`src/rtl/mc_control_fsm.sv`:
```
// Multi-cycle control sequencer for the MIPS-subset datapath: a Moore FSM whose
// only Mealy terms are the FETCH ir_write/pc_write strobes gated by mem_ready.
module mc_control_fsm (
  input  logic       clk,
  input  logic       rst_n,
  input  logic [5:0] instr_op,
  input  logic       mem_ready,
  output logic       pc_write,
  output logic       pc_write_cond,
  output logic       i_or_d,
  output logic       mem_read,
  output logic       mem_write,
  output logic       ir_write,
  output logic       mem_to_reg,
  output logic       reg_dst,
  output logic       reg_write,
  output logic       alu_src_a,
  output logic [1:0] alu_src_b,
  output logic [1:0] alu_op,
  output logic [1:0] pc_source,
  output logic       illegal_op,
  output logic [3:0] state
);

  localparam logic [5:0] OP_R    = 6'b000000;
  localparam logic [5:0] OP_LW   = 6'b100011;
  localparam logic [5:0] OP_SW   = 6'b101011;
  localparam logic [5:0] OP_BEQ  = 6'b000100;
  localparam logic [5:0] OP_ADDI = 6'b001000;
  localparam logic [5:0] OP_J    = 6'b000010;

  typedef enum logic [3:0] {
    S_FETCH    = 4'd0,
    S_DECODE   = 4'd1,
    S_MEM_ADDR = 4'd2,
    S_MEM_RD   = 4'd3,
    S_MEM_WB   = 4'd4,
    S_MEM_WR   = 4'd5,
    S_EXEC     = 4'd6,
    S_R_WB     = 4'd7,
    S_BRANCH   = 4'd8,
    S_JUMP     = 4'd9,
    S_ADDI_EX  = 4'd10,
    S_ADDI_WB  = 4'd11,
    S_TRAP     = 4'd12
  } state_t;

  state_t r_state;
  state_t w_next;
  logic   r_illegal;

  // State register and sticky trap flag
  always_ff @(posedge clk) begin
    if (!rst_n) begin
      r_state   <= S_FETCH;
      r_illegal <= 1'b0;
    end else begin
      r_state   <= w_next;
      r_illegal <= r_illegal | (w_next == S_TRAP);
    end
  end

  // Next-state and output decode; reset forces every output low combinationally
  always_comb begin
    w_next        = S_FETCH;
    pc_write      = 1'b0;
    pc_write_cond = 1'b0;
    i_or_d        = 1'b0;
    mem_read      = 1'b0;
    mem_write     = 1'b0;
    ir_write      = 1'b0;
    mem_to_reg    = 1'b0;
    reg_dst       = 1'b0;
    reg_write     = 1'b0;
    alu_src_a     = 1'b0;
    alu_src_b     = 2'b00;
    alu_op        = 2'b00;
    pc_source     = 2'b00;
    illegal_op    = 1'b0;
    state         = 4'd0;

    case (r_state)
      S_FETCH:    w_next = mem_ready ? S_DECODE : S_FETCH;
      S_DECODE: begin
        case (instr_op)
          OP_LW, OP_SW: w_next = S_MEM_ADDR;
          OP_R:         w_next = S_EXEC;
          OP_BEQ:       w_next = S_BRANCH;
          OP_J:         w_next = S_JUMP;
          OP_ADDI:      w_next = S_ADDI_EX;
          default:      w_next = S_TRAP;
        endcase
      end
      S_MEM_ADDR: begin
        case (instr_op)
          OP_LW:   w_next = S_MEM_RD;
          OP_SW:   w_next = S_MEM_WR;
          default: w_next = S_TRAP;
        endcase
      end
      S_MEM_RD:   w_next = mem_ready ? S_MEM_WB : S_MEM_RD;
      S_MEM_WR:   w_next = mem_ready ? S_FETCH : S_MEM_WR;
      S_EXEC:     w_next = S_R_WB;
      S_ADDI_EX:  w_next = S_ADDI_WB;
      S_TRAP:     w_next = S_TRAP;
      default:    w_next = S_FETCH;
    endcase

    if (rst_n) begin
      state      = r_state;
      illegal_op = r_illegal;
      case (r_state)
        S_FETCH: begin
          mem_read  = 1'b1;
          alu_src_b = 2'b01;
          ir_write  = mem_ready;
          pc_write  = mem_ready;
        end
        S_DECODE:   alu_src_b = 2'b11;
        S_MEM_ADDR: begin
          alu_src_a = 1'b1;
          alu_src_b = 2'b10;
        end
        S_MEM_RD: begin
          mem_read = 1'b1;
          i_or_d   = 1'b1;
        end
        S_MEM_WB: begin
          reg_write  = 1'b1;
          mem_to_reg = 1'b1;
        end
        S_MEM_WR: begin
          mem_write = 1'b1;
          i_or_d    = 1'b1;
        end
        S_EXEC: begin
          alu_src_a = 1'b1;
          alu_op    = 2'b10;
        end
        S_R_WB: begin
          reg_write = 1'b1;
          reg_dst   = 1'b1;
        end
        S_BRANCH: begin
          alu_src_a     = 1'b1;
          alu_op        = 2'b01;
          pc_write_cond = 1'b1;
          pc_source     = 2'b01;
        end
        S_JUMP: begin
          pc_write  = 1'b1;
          pc_source = 2'b10;
        end
        S_ADDI_EX: begin
          alu_src_a = 1'b1;
          alu_src_b = 2'b10;
        end
        S_ADDI_WB:  reg_write = 1'b1;
        default:    alu_op = 2'b00;
      endcase
    end else begin
      state = 4'd0;
    end
  end

endmodule

```
`config.mk`:
```
export PLATFORM = sky130hd
export DESIGN_NAME = mc_control_fsm
export DESIGN_NICKNAME = d
export VERILOG_FILES = /design/src/rtl/mc_control_fsm.sv
export SDC_FILE = /design/constraint.sdc
export NUM_CORES = 1
export LEC_CHECK = 0
export BUFFER_PORTS_ARGS = -buffer_cell sky130_fd_sc_hd__buf_2
export CAP_MARGIN = 30
export CORE_ASPECT_RATIO = 1.2
export CORE_MARGIN = 2
export CORE_UTILIZATION = 28
export DETAILED_ROUTE_END_ITERATION = 10
export GPL_TIMING_DRIVEN = 0
export PLACE_DENSITY_LB_ADDON = 0.2
export SYNTH_ARGS = -nofsm -noshare
export SYNTH_HDL_FRONTEND = slang
export SYNTH_SLANG_ARGS = --single-unit
export TNS_END_PERCENT = 5
```
`constraint.sdc`:
```
create_clock -name clk -period 3.9 [get_ports clk]
set_input_delay 1.17 -clock clk [delete_from_list [all_inputs] [get_ports clk]]
set_output_delay 1.17 -clock clk [all_outputs]
set_load 0.005 [all_outputs]
```
== Word-level counts from Yosys, hierarchy flattened ==
Cells that the tools add are included.
Word-level totals
  bits in registers: 5
  logic and storage cells: 63
  output and inout bits: 21
  input bits: 9
Operators by class
  bitwise logic cells: 1
  muxes and demuxes: 34
  equal/unequal tests: 18
  reduce and logical (&&, ||, !) cells: 8
Operators by type and width (number)
  one-hot mux 4 bit (8 select lines): 1
  equality test 4 bit, second input constant: 6
  two-way mux 1 bit: 21
  one-hot mux 4 bit (5 select lines): 1
  equality test 4 x 3 -> 1 bit, second input constant: 4
  equality test 6 bit, second input constant: 2
  equality test 4 x 2 -> 1 bit, second input constant: 2
  one-hot mux 2 bit (2 select lines): 2
  one-hot mux 4 bit (2 select lines): 1
  OR reduction 2 bit: 4
  equality test 6 x 2 -> 1 bit, second input constant: 1
  equality test 6 x 3 -> 1 bit, second input constant: 1
  equality test 6 x 4 -> 1 bit, second input constant: 1
  logical NOT 6 bit: 1
  two-way mux 2 bit: 3
  two-way mux 3 bit: 2
  one-hot mux 2 bit (3 select lines): 1
  equality test 4 x 1 -> 1 bit, second input constant: 1
  logical NOT 4 bit: 1
  two-way mux 4 bit: 1
  OR reduction 4 bit: 1
  OR reduction 3 bit: 1
  one-hot mux 1 bit (2 select lines): 1
  OR 1 bit: 1

== Logic depth before layout (Yosys ltp) ==
  depth after elaboration: 6
  gate-level depth with buffers: 6

== Worst setup path before layout ==
Ideal clock, no wire load.
  kind: input port to output port
  start point: input port mem_ready
  end point: output port pc_write
  stages: 3
  setup slack: 852 ps
  arrival time: 1878 ps
  buffers on the path: 0
  cell sequence: or3b_2 > nor2_1 > or2_2
On the way
  longest elaborated chain between the ends: 2
RTL lines
  start, declared: line 7  | input logic mem_ready,
  one-hot mux 1 bit (2 select lines): line 112  | case (r_state)
  two-way mux 1 bit: line 109  | if (rst_n) begin
  end, declared: line 8  | output logic pc_write,
Every way passes these cells.

== Worst setup path in the final report ==
Ends and elaborated chain as after synthesis.

==> run_results.csv <==
group,metric,value,unit
yosys,yosysSeqAreaShare,15.5,%
run,maxCapViolations,0,
timing,post-route-period-util,82.8,%
worst_setup_path,timing.critical_path.fanout_max,4,
floorplanning,row_count,19,
yosys,synth.net_count,106,
placed_design,placement.setup.worst_slack,665,ps
yosys,synth_top_cell_area_share,15.5,%
global_routing,first_pass_grt_wire_length,2910,um
timing,fmax,310,MHz
yosys,yosys-top-cells-count,"sky130_fd_sc_hd__nor2_1, sky130_fd_sc_hd__nand2_1, sky130_fd_sc_hd__nor2b_1, sky130_fd_sc_hd__nor3_1, sky130_fd_sc_hd__o21ai_0",
worst_setup_path,timing.setup.critical_path_class,"input pin to output port",
placed_design,routabilityCongestion,0.838,
global_routing,track_usage,14.2,%
drt,viasPerCell,4.80,
clocking,cts-buffers-inserted,3,
pwr,static_leakage,0.000438,uW
timing,finalHoldViolCount,0,
final_layout,post_layout_nonfiller_instances,161,
final_layout,design.final.nets,140,
floorplanning,io_pins,30,
timing,rsz0062_at_grt,"false",
pwr,worst_ir_drop_vdd,146,uV
final_layout,area_delta_synth_final,32.5,%
clocking,clk_pin_slew_worst_paths,40,ps
timing,finalSetupViolations,0,
floorplanning,die_x,47.9,um
floorplanning,core_area,2230,um^2
status,outcome,"finished, final reports clean",
global_routing,grt_antenna_before_repair,0,
clocking,post-cts-setup-buffers,0,
yosys,postSynth.asyncResetShare,0,%
clocking,post_cts_hold_buffer_count,0,
clocking,clk-insertion-delay-late,240,ps
pwr,pwr_density_cell,221,nW/um^2
final_layout,fraction_of_final_layout_cells_with_drive_strength_greater_than_1,35.4,%
timing,finalClockSkew,3.14,ps
yosys,post-synth-top-count-cell,"sky130_fd_sc_hd__nor2_1",
drt,drt_pass1_iterations,4,
floorplanning,die-height,56.7,um
floorplanning,die_footprint,2710,um^2
pwr,total_power_draw,189,uW
clocking,cts.root.buffer_cell,"sky130_fd_sc_hd__clkbuf_4",
floorplanning,initial_core_util,28.9,%
timing,fin_crit,3230,ps
worst_setup_path,critical_path.endpoint_type,"output port",
placed_design,detailed_place_hpwl,1420,um
global_routing,overflow_left_after_global_routing,0,
yosys,syn_avg_cell_area,6.67,um^2
clocking,sinks_on_the_clock_net,5,
drt,drcViolationCount,0,
worst_setup_path,worst-r2r-setup-slack,2210,ps
timing,fin_ws,670,ps
drt,routed-via-count,773,
timing,drv_slew,0,
clocking,post_cts_resize_count,0,
worst_setup_path,startpoint_type,"input pin",
worst_setup_path,cp_data_required_time,2730,ps
clocking,ctsLongestPathBuffers,2,
drt,total_routed_length,1810,um
timing,slew_headroom,67.6,%
global_routing,grt_max_degree,11,
drt,ant_nets,0,
clocking,cts_tree,"yes",
yosys,synth-seq-cells,5,
yosys,synth.cell_area,647,um^2
yosys,yosys.area.top_type,"sky130_fd_sc_hd__dfxtp_1",
global_routing,number_of_global_route_vias_before_repair,663,
yosys,dominantRegCellSynth,"sky130_fd_sc_hd__dfxtp_1",
placed_design,place.detailed.instances,157,
worst_setup_path,worstPathArrival,2060,ps
drt,wl_per_cell,11.2,um
yosys,synth-edff-count,0,
yosys,synth_warnings,0,
yosys,yosysUniqueCellTypes,37,
placed_design,io_buffers,29,
worst_hold_path,worstHoldPathType,"flop to flop",
yosys,area_contributors_post_synth,"sky130_fd_sc_hd__dfxtp_1, sky130_fd_sc_hd__nor2_1, sky130_fd_sc_hd__nor2b_1",
clocking,htree_num_levels,1,
timing,max_slew.worst_pin.slew,482,ps
timing,finalSetupTns,0,ps
yosys,synth_cells,97,
final_layout,antennaDiodeCount,0,
drt,drt_iter0_drc,19,
==> kinds of logic after synthesis <==
family          synth area share, %
xor+xnor                       1.35
buf+inv                        7.93
flops                          15.5
compound gates                 21.5
mux                            1.74
simple gates                   52.0
==> report_power, final <==
group | leakage [uW] | internal, uW | switching (uW)
clock network | 0.0000150 | 38.6 | 19.4
logic | 0.000383 | 32.4 | 42.9
registers | 0.0000407 | 54.5 | 1.65
total | 0.000438 | 125 | 63.9
==> state kept, by name (all words and copies together), names as in the netlist <==
signal / cells
r_illegal: 1
r_state: 4
==> worst max-delay path, cell delays in order <==
cell and delay, ps:
sky130_fd_sc_hd__buf_2 100, sky130_fd_sc_hd__or3b_2 460, sky130_fd_sc_hd__nor2_1 120, sky130_fd_sc_hd__or2_2 110
sky130_fd_sc_hd__buf_2 90
==> layout by cell type (no fill, tap or decap), types with 3 or more instances in the layout <==
cell	Yosys	final
sky130_fd_sc_hd__a21oi_1	4	4
sky130_fd_sc_hd__nand2_1	6	6
sky130_fd_sc_hd__o21ai_0	6	6
sky130_fd_sc_hd__inv_1	3	3
sky130_fd_sc_hd__and2_1	5	5
sky130_fd_sc_hd__nor2b_1	6	6
sky130_fd_sc_hd__clkbuf_4	0	3
sky130_fd_sc_hd__nor3b_1	3	3
sky130_fd_sc_hd__nand2b_1	4	4
sky130_fd_sc_hd__buf_2	4	33
sky130_fd_sc_hd__dfxtp_1	5	5
sky130_fd_sc_hd__nor3_1	6	6
sky130_fd_sc_hd__nor2_1	13	13
sky130_fd_sc_hd__and3_1	4	4
sky130_fd_sc_hd__clkbuf_1	2	3
==> worst paths after layout <==
kind                                   to  depth (start not counted)        from
worst max-delay path             pc_write                          5   mem_ready
worst max register to register  r_illegal                          5  r_state[1]
worst min-delay path            r_illegal                          2   r_illegal
worst min register to register  r_illegal                          2   r_illegal
==> per-layer routing <==
layer  GRT usage (%)  wire [um]  share of wire [%]  vias up
met5               0          0                  0        -
met4            1.16          0                  0        0
met3            4.18         97                5.4        0
met2            22.1        852                 47       23
met1            19.8        856                 47      336
li1                -          -                  -      414
==> layout make-up <==
class / instances / area (um^2)
inverter: 3 / 11.3
buffer: 8 / 40.0
clock buffer: 4 / 26.3
tap: 31 / 38.8
multi-input combinational: 81 / 495
fill: 280 / 1380
sequential: 5 / 100
timing repair buffer: 29 / 145
==> per-stage QoR <==
stage	cell area (um^2)	hold slack, ps	utilization [%]
after floorplan	647	549	-
after global placement	831	535	37.2
after detailed placement	831	549	37.2
after CTS	857	558	38.4
after global routing	857	611	38.4
final	857	552	38.4
Note: power is estimated with default switching activity, not from simulation.
